--- config.mk ---
export PLATFORM = sky130hd
export DESIGN_NAME = onehot_scan_decoder
export DESIGN_NICKNAME = d
export VERILOG_FILES = /design/src/rtl/onehot_scan_decoder.sv
export SDC_FILE = /design/constraint.sdc
export NUM_CORES = 1
export LEC_CHECK = 0
export CAP_MARGIN = 30
export CORE_UTILIZATION = 57
export DETAILED_ROUTE_END_ITERATION = 8
export GPL_ROUTABILITY_DRIVEN = 1
export PLACE_DENSITY_LB_ADDON = 0.25
export SETUP_SLACK_MARGIN = 0.15
export SLEW_MARGIN = 40
export SYNTH_ARGS = -nofsm -noshare
export SYNTH_HDL_FRONTEND = slang
export SYNTH_SLANG_ARGS = --single-unit
--- constraint.sdc ---
create_clock -name clk -period 3.71 [get_ports clk]
set_input_delay 0.742 -clock clk [delete_from_list [all_inputs] [get_ports clk]]
set_output_delay 0.742 -clock clk [all_outputs]
set_load 0.02 [all_outputs]
--- src/rtl/onehot_scan_decoder.sv ---
// onehot_scan_decoder: registered one-hot decoder with handshake direct mode and dwell-timed scan mode (ONEHOT_SCAN_BLANK_EN adds a blank cycle between scan positions)
module onehot_scan_decoder #(
  parameter int SEL_W = 3,
  parameter int DWELL_W = 8
) (
  input  logic                    clk,
  input  logic                    rst,
  input  logic                    sel_valid,
  output logic                    sel_ready,
  input  logic [SEL_W-1:0]        sel,
  input  logic                    scan_start,
  input  logic                    stop,
  input  logic [DWELL_W-1:0]      dwell,
  output logic [(1<<SEL_W)-1:0]   out,
  output logic                    out_valid,
  output logic                    busy,
  output logic                    scan_wrap
);
  localparam int OUT_W = 1 << SEL_W;
`ifdef ONEHOT_SCAN_BLANK_EN
  typedef enum logic [1:0] {IDLE, HOLD, SCAN, BLANK} state_t;
`else
  typedef enum logic [1:0] {IDLE, HOLD, SCAN} state_t;
`endif
  state_t state, state_n;
  logic [OUT_W-1:0] out_n;
  logic [SEL_W-1:0] pos, pos_n;
  logic [DWELL_W-1:0] cnt, cnt_n, dwell_reg, dwell_n;
  logic wrap_n, scanning, scanning_n;
`ifdef ONEHOT_SCAN_BLANK_EN
  assign scanning = state == SCAN || state == BLANK;
  assign scanning_n = state_n == SCAN || state_n == BLANK;
`else
  assign scanning = state == SCAN;
  assign scanning_n = state_n == SCAN;
`endif
  assign sel_ready = !scanning && !scan_start && !stop;
  always_comb begin
    state_n = state;
    out_n = out;
    pos_n = pos;
    cnt_n = cnt;
    dwell_n = dwell_reg;
    wrap_n = 1'b0;
    if (stop) begin
      state_n = IDLE;
      out_n = '0;
    end else if (scan_start && !scanning) begin
      state_n = SCAN;
      pos_n = '0;
      cnt_n = '0;
      dwell_n = dwell;
      out_n = OUT_W'(1);
    end else if (sel_valid && sel_ready) begin
      state_n = HOLD;
      out_n = OUT_W'(1) << sel;
    end else if (state == SCAN) begin
      if (cnt == dwell_reg) begin
        cnt_n = '0;
        pos_n = pos + 1'b1;
`ifdef ONEHOT_SCAN_BLANK_EN
        state_n = BLANK;
        out_n = '0;
`else
        out_n = OUT_W'(1) << pos_n;
        wrap_n = &pos;
`endif
      end else begin
        cnt_n = cnt + 1'b1;
      end
`ifdef ONEHOT_SCAN_BLANK_EN
    end else if (state == BLANK) begin
      state_n = SCAN;
      out_n = OUT_W'(1) << pos;
      wrap_n = pos == '0;
`endif
    end
  end
  always_ff @(posedge clk) begin
    if (rst) begin
      state <= IDLE;
      out <= '0;
      out_valid <= 1'b0;
      busy <= 1'b0;
      scan_wrap <= 1'b0;
      pos <= '0;
      cnt <= '0;
      dwell_reg <= '0;
    end else begin
      state <= state_n;
      out <= out_n;
      out_valid <= |out_n;
      busy <= scanning_n;
      scan_wrap <= wrap_n;
      pos <= pos_n;
      cnt <= cnt_n;
      dwell_reg <= dwell_n;
    end
  end
endmodule

==> run summary, run 1 <==
In this run the deepest clock path goes through 2 buffers. In this design, the stage delay of the slowest critical-path cell is 630 ps. The flow ran to the end, and the final reports show no timing, DRC or antenna violations. The area overhead of the layout relative to synthesis was 19.2%; the fraction of final layout cells sized beyond drive strength 1 was 0.0750. The switching part of the total is 0.275, and the sequential fraction of design power is 0.465. The run gives 25 as the pin count of the biggest net entering global routing.

Synthesis produced a netlist with a net count of 236. CTS built an H-tree with a depth of 2. Total count of max-transition violations in the final report: 0. Walking the worst path, the cells encountered are clkdlybuf4s50_1 -> nor3_1 -> clkdlybuf4s50_1. Routability-driven placement finished with a final weighted congestion of 0.807. The worst path needs 2990 ps of the cycle, external delays included.

STA classifies the critical path endpoint as an output pin. In this run the remaining antenna-violating nets after routing total 0. Post-layout utilization of the core: 0.713. Setup repair after global routing left no endpoint under its margin.

The design draws 772 uW. Max-cap violations in this run came to 0. The first routing iteration left 73 violations.

For the die footprint, the log shows 3430 sq um. The clock root buffer is sky130_fd_sc_hd__clkbuf_4. The maximum net fanout on the critical path is 9, and the first-pass GRT wire length is 6440 microns.

On the critical path, the stage with the largest delay is an instance of sky130_fd_sc_hd__clkdlybuf4s50_1. Startpoint type of the worst setup path: a primary input. The sequential cell area is 641 sq um. For this design the top-level I/O count stands at 28.

After detailed routing, the average wire length per cell comes to 13.2 microns. The headroom to the max-slew limit came out at 0.484. Number of placement rows: 20. Synthesis handed over a netlist of 213 instances. The floorplan step set the die width to 58.6 microns.

The part of the power in combinational logic is 0.194. Clock tree synthesis inserted a total of 5 buffers. TritonCTS built the clock tree. After clock tree synthesis, the clock-pin slew on the worst setup and hold paths is 100 ps. For the fraction of power consumed by the clock network, the log shows 0.341. The path category of the worst min-delay check was reg -> reg.

For the worst setup path, the data required time is 2970 ps. The kind of critical path was in -> out. For the final setup violation count, the log shows 0. Among the stages of the critical path, the cell type that occurs most often is sky130_fd_sc_hd__clkdlybuf4s50_1.

For the highest clock rate, the log shows 334 MHz. At the placement stage, the worst setup path has a slack of 691 ps. The number of enable-type register cells in the synthesized netlist was 0; the post-route worst hold slack was 520 ps. The total overflow left after global routing is 0. At the end of the flow, the number of nets in the layout was 262. The antenna diode instance count was 0; the residual DRC count was 0. Number of filler cells placed in the layout: 258. The post-route clock period utilization is 0.807. The synthesized design contains 32 register bits.

Wires add up to 3740 microns. From bottom edge to top edge, the die measures 58.6 microns. Summing all placed instances gives a cell area of 2100 sq um. In the post-synthesis netlist, the biggest area contributors are sky130_fd_sc_hd__dfxtp_1, sky130_fd_sc_hd__mux2i_1, sky130_fd_sc_hd__nor2_1, sky130_fd_sc_hd__ha_1, sky130_fd_sc_hd__nor3_1.

The internal power of the cells totals 560 uW. The first detailed-routing pass took 4 iterations. The fraction of the yosys area taken by sequential cells is 0.351, and the count of input and output buffers is 27.

The worst register-to-register path has a depth of 7. The final hold violation count was 0; the detailed-placement wirelength estimate was 2600 microns. The analysis attributes to cell leakage a power of 0.852 nW.

In this run the standard cell core region covers 3050 sq um. The tools report the CTS sink count as 32. Dividing total power by cell area gives a power density of 355 nW/um^2.

At the pin with the least slew margin, the transition time is 772 ps. Of all cell types, the one taking the most synthesized area is sky130_fd_sc_hd__dfxtp_1. The worst path setup slack after routing was 716 ps; the total negative slack was 0 ps.

The logs give 0 for the hold buffer count at cts and 0.244 for the aggregate global-route resource usage. On the final layout, the worst clock skew is 6.14 ps. The worst hold path begins at cnt[7]$_SDFFE_PP0P_. The area share of the largest cell type after synthesis was 0.351; the placed cell count was 276. The fraction of registers with async set/reset was 0. The path with the worst hold slack has its endpoint at cnt[7]$_SDFFE_PP0P_. The mean area per synthesized cell is 8.57 sq um, and the clock latency reported for the late side of the worst-skew pair is 340 ps. The number of cells on the worst hold path was 1; the number of distinct library cells after synthesis was 40.

In the synthesized netlist the dominant register cell turns out to be sky130_fd_sc_hd__dfxtp_1. The number of warnings reported in the yosys synthesis log is 0. The detailed-route via count is 1598. The register-to-register setup slack came out at 1490 ps.

In this run, post-CTS repair resized a total of 0 instances. Across the VDD grid, the largest voltage drop is 0.000277 V. STA puts the critical path data arrival time at 2250 ps.

The origin of the critical flop-to-flop path was pos[0]$_SDFFE_PP0P_. For the effective utilization at floorplan, the log shows 0.598. After routing the design area is 2180 sq um. The tools report the reported net switching power as 212 uW. The logs give 284 for the final standard cell count with taps included and fillers excluded and 0 for the number of antenna violations at the first check in global routing. In this run the critical register-to-register path is captured at out_valid$_SDFF_PP0_. Using the TritonRoute via totals, the vias-per-cell ratio works out to 5.63. In the final layout, the multi-input gates occupy 1090 sq um.

Number of global-route vias before repair: 1443. Once the clock tree was built, the setup fixing pass inserted 0 buffers. The netlist area before placement was 1830 sq um.
## cells by family after synthesis
family,Yosys count,synth area share
adder cells (fa/ha/maj),7,0.0480
flip-flops,32,0.351
AND/OR/NAND/NOR,91,0.265
AO/OA/AOI/OAI,42,0.157
XOR/XNOR,8,0.0384
buffers and inverters,17,0.0528
multiplexers,16,0.0877
## metal layers
metal	vias up	track usage	part of all wire
met5	-	0	0
met4	0	0.0884	0.022
met1	728	0.346	0.51
met2	44	0.356	0.41
li1	816	-	-
met3	10	0.0637	0.050
## cells in the mapped netlist, drive strengths merged, types with 3 or more instances
master  count
ha          7
nand3b      7
a21oi      13
nand2      15
nor2       32
clkbuf      3
dfxtp      32
inv         6
a211oi      7
and2        3
a22oi       5
a311oi      3
mux2i      16
and3        4
buf         8
a41oi       3
nand3       5
nor3       17
o21ai       5
xor2        8
## area by class of cell
class | instances | share of cell area
Multi-Input combinational cell | 164 | 0.500
Sequential cell | 32 | 0.294
Timing Repair Buffer | 30 | 0.135
Tap cell | 44 | 0.0253
Clock buffer | 6 | 0.0190
Clock inverter | 2 | 0.0161
Inverter | 6 | 0.0104
## worst max-delay path: cells and delay by family
kind / cells / cell delay [ps]
simple gates: 1 / 260
buf+inv: 2 / 1260
## cells in the final DEF (no fill, tap or decap), types with 6 or more instances in the layout
cell and n:
sky130_fd_sc_hd__a21oi_1 13, sky130_fd_sc_hd__xor2_1 8, sky130_fd_sc_hd__nand2_1 15, sky130_fd_sc_hd__dfxtp_1 32, sky130_fd_sc_hd__clkdlybuf4s50_1 27, sky130_fd_sc_hd__inv_1 6
sky130_fd_sc_hd__mux2i_1 16, sky130_fd_sc_hd__a211oi_1 6, sky130_fd_sc_hd__ha_1 7, sky130_fd_sc_hd__nor2_1 31, sky130_fd_sc_hd__nand3b_1 7, sky130_fd_sc_hd__nor3_1 16
## how the worst max path moves through the flow
stage          slack (ps)  from              endpoint  cells past startpoint
6_report              720  stop             sel_ready                      3
3_3_place_gp          740  stop             sel_ready                      3
5_1_grt               670  stop             sel_ready                      3
3_5_place_dp          690  stop  out_valid$_SDFF_PP0_                      7
2_1_floorplan        1510  stop  out_valid$_SDFF_PP0_                      6
4_1_cts               710  stop             sel_ready                      3
## power groups by stage
stage / registers [mW] / logic, mW / clock network (mW)
2_1_floorplan: 0.371 / 0.110 / 0
3_3_place_gp: 0.367 / 0.146 / 0
3_5_place_dp: 0.367 / 0.147 / 0
4_1_cts: 0.359 / 0.149 / 0.266
5_1_grt: 0.360 / 0.163 / 0.284
6_report: 0.359 / 0.150 / 0.263
Power figures use the tool's default switching activity.
==> run 2, diff against run 1 <==
--- a/config.mk
+++ b/config.mk
@@ -6,7 +6,7 @@
 export NUM_CORES = 1
 export LEC_CHECK = 0
 export CAP_MARGIN = 30
-export CORE_UTILIZATION = 57
+export CORE_UTILIZATION = 48
 export DETAILED_ROUTE_END_ITERATION = 8
 export GPL_ROUTABILITY_DRIVEN = 1
 export PLACE_DENSITY_LB_ADDON = 0.25
==> constraint.sdc (replaced) <==
create_clock -name clk -period 2.5 [get_ports clk]
set_input_delay 0.5 -clock clk [delete_from_list [all_inputs] [get_ports clk]]
set_output_delay 0.5 -clock clk [all_outputs]
set_load 0.02 [all_outputs]
==> run 2 against run 1 <==
Largest power group unchanged. Critical endpoint unchanged. Clock skew down 2.4 ps. Clock power grew 83%. Cell count rose by 3.9%. Core utilization decreased by 9.1 points. Register-to-register slack got worse by 1100 ps. Largest cell class unchanged. Sequential share of layout area down 1.3 points. Critical path depth unchanged. Global-route usage decreased by 4.4 points. Setup slack lost 520 ps. Sequential power is 48% higher. Clock-buffer cell count unchanged.
==> run summary, run 2 (same netlist as run 1, synthesis figures left out) <==
The count of input and output buffers is 27 (unchanged). STA classifies the critical path startpoint as a primary input. The iteration count of the initial detailed-routing pass came out at 4 (unchanged). The number of buffers created by CTS was 5 (unchanged); the final layout net count was 269 (+2.7%). The final setup violation count was 0 (unchanged). The library cell used most frequently in the layout, excluding fill and tap cells, is sky130_fd_sc_hd__dfxtp_1. The power density over the cells was 548 nW/um^2 (+54%). The logs give 98.5 ps (-592 ps) for the worst slack at placement and 514 ps (-5.69 ps) for the post-route worst hold slack. The path category of the worst min-delay check is reg -> reg. The clock input transition at the sequential cells of the worst setup and hold paths is 60 ps (-40 ps).

For the count of routing violations after the opening detailed-route iteration, the log shows 67 (-8.2%). The tools report the number of global-route vias before repair as 1445 (+0.14%). The CTS sink count was 32 (unchanged); the width of the chip was 63.7 microns (+8.7%). The worst-case vdd ir drop is 0.000476 V (+72%).

Last weighted congestion value of the routability-driven placer: 0.827 (+2.4%). The tools report the pin count of the biggest net entering global routing as 23 (-8.0%). Post-route clock period utilization: 0.923. The number of nets with antenna violations after routing was 0 (unchanged); the antenna diode instance count was 0 (unchanged). The worst clock skew is 3.71 ps (-2.43 ps), and the I/O pin count is 28 (unchanged).

The logs give 0 (unchanged) for the final hold violation count and 0.499 (-0.0993) for the effective utilization at floorplan. The tools report the overall power as 1.25 mW (+62%). The endpoint identified for the worst register-to-register timing path is out_valid$_SDFF_PP0_.

The area growth from synthesis to layout is 24.7%. The total grt overflow is 0 (unchanged). The path with the worst hold slack has its endpoint at dwell_reg[0]$_SDFFE_PP0P_. Required time reported for the critical path endpoint: 2000 ps (-970 ps). The fraction of final layout cells sized beyond drive strength 1 was 0.101 (+0.0262).

The die footprint was 4050 sq um (+18%). The delay of the slowest cell on the worst path is 620 ps (about the same). The worst register-to-register path begins at pos[0]$_SDFFE_PP0P_.

The number of antenna violations at the first check in global routing is 0 (unchanged), and the detailed-placement wirelength estimate is 2680 microns (+3.1%). Clock latency reported for the late side of the worst-skew pair: 280 ps (-60 ps). The worst path needs 2310 ps of the cycle, external delays included. The logs give 3660 sq um (+20%) for the placeable core region and 22 (+10%) for the number of placement rows.

The headroom to the max-slew limit is 0.598 (+0.114), and the number of H-tree levels is 2 (unchanged). The residual DRC count was 0 (unchanged). For the number of buffers inserted by post-CTS setup repair, the log shows 0 (unchanged). The tools report the highest clock rate as 433 MHz. The total negative slack was 0 ps (unchanged); the post-cts gate resize count was 0 (unchanged). The register-to-register setup slack was 380 ps (-1110 ps). The total wire length after detailed routing was 3720 microns (-0.59%). The tools report the clock root buffer as sky130_fd_sc_hd__clkbuf_8. Worst path setup slack after routing: 192 ps (-524 ps). Among all stages on the critical path, the largest delay is contributed by sky130_fd_sc_hd__clkdlybuf4s50_1. The per-cell via count in the routed design came out at 5.45 (-3.1%). The max-cap check violation count was 0 (unchanged); the vertical extent of the die was 63.7 microns (+8.7%). The kind of critical path was in -> out.

The maximum net fanout on the critical path came out at 3 (-6). Leaving out fill and tap cells, the most frequent cells in the layout are sky130_fd_sc_hd__dfxtp_1, sky130_fd_sc_hd__nor2_1, sky130_fd_sc_hd__clkdlybuf4s50_1, sky130_fd_sc_hd__nor3_1, sky130_fd_sc_hd__mux2i_1. The cell area after placement came out at 2170 sq um (+3.3%). Traced cell by cell, the critical path runs through clkdlybuf4s50_1 -> nor3_1 -> clkdlybuf4s50_1.

The routed wirelength normalized by instance count works out to 12.6 microns (-4.3%). The run finished with clean final reports. For the detailed-route via count, the log shows 1608 (+0.63%). The count of cells along the worst register-to-register path is 7 (unchanged), and the total count of max-transition violations in the final report is 0 (unchanged). The tools report the beginning of the worst hold path as dwell_reg[0]$_SDFFE_PP0P_. The number of cells on the worst hold path was 2 (+1). The worst setup path is captured at an output pin. Setup repair after global routing left no endpoint under its margin. The finished layout cell area was 2280 sq um (+4.7%); the hold buffer count at cts was 0 (unchanged). Transition time at the pin with the least slew margin: 599 ps (-173 ps). Counting stages on the worst path, the most repeated cell is sky130_fd_sc_hd__clkdlybuf4s50_1.

The buffer levels on the longest clock path came out at 2 (unchanged). The arrival time at the worst endpoint was 1810 ps (-440 ps). The standby leakage power came out at 0.902 nW (+5.8%). The aggregate global-route resource usage came out at 0.200 (-0.0438).

TritonCTS built the clock tree. The tools report the first-pass GRT wire length as 6440 microns (+0.11%).
## run 2: changes by cell type in the layout (fill, tap and decap cells not counted), sizes merged
| cell | change |
|---|---|
| buf | +7 |
## run 2: area by class of cell
type / instances / area (sq um)
clock buffer: 6 / 72.6
multi-input combinational: 164 / 1090
tap: 48 / 60.1
timing repair buffer: 37 / 358
clock inverter: 2 / 35.0
inverter: 6 / 22.5
fill: 329 / 1380
sequential: 32 / 641
## run 2: layer usage
layer / GRT usage / share of wire
met5: 0 / 0
met4: 0.0824 / 0.015
met3: 0.0344 / 0.034
met2: 0.291 / 0.44
met1: 0.288 / 0.51
## run 2: worst max-delay path by stage
stage / to / start / depth (start not counted)
detailed placement: out_valid$_SDFF_PP0_ / scan_start / 6
finish: sel_ready / scan_start / 3
global placement: out_valid$_SDFF_PP0_ / scan_start / 6
global route: sel_ready / scan_start / 3
CTS: sel_ready / scan_start / 3
floorplan: out_valid$_SDFF_PP0_ / pos[0]$_SDFFE_PP0P_ / 7
## run 2: per-stage QoR
stage,std cells,util
floorplan,213,-
finish,295,0.622
global route,295,0.622
CTS,295,0.622
global placement,287,0.593
detailed placement,287,0.593
## run 2: worst max-delay path: cells and delay by family
family        cells  cell delay [ps]
simple gates      1              200
buf+inv           2             1100
## run 2: where the power goes
part	switching, mW	internal, mW	leakage, nW
logic	0.125	0.107	0.587
registers	0.00912	0.524	0.260
clock network	0.187	0.295	0.0552
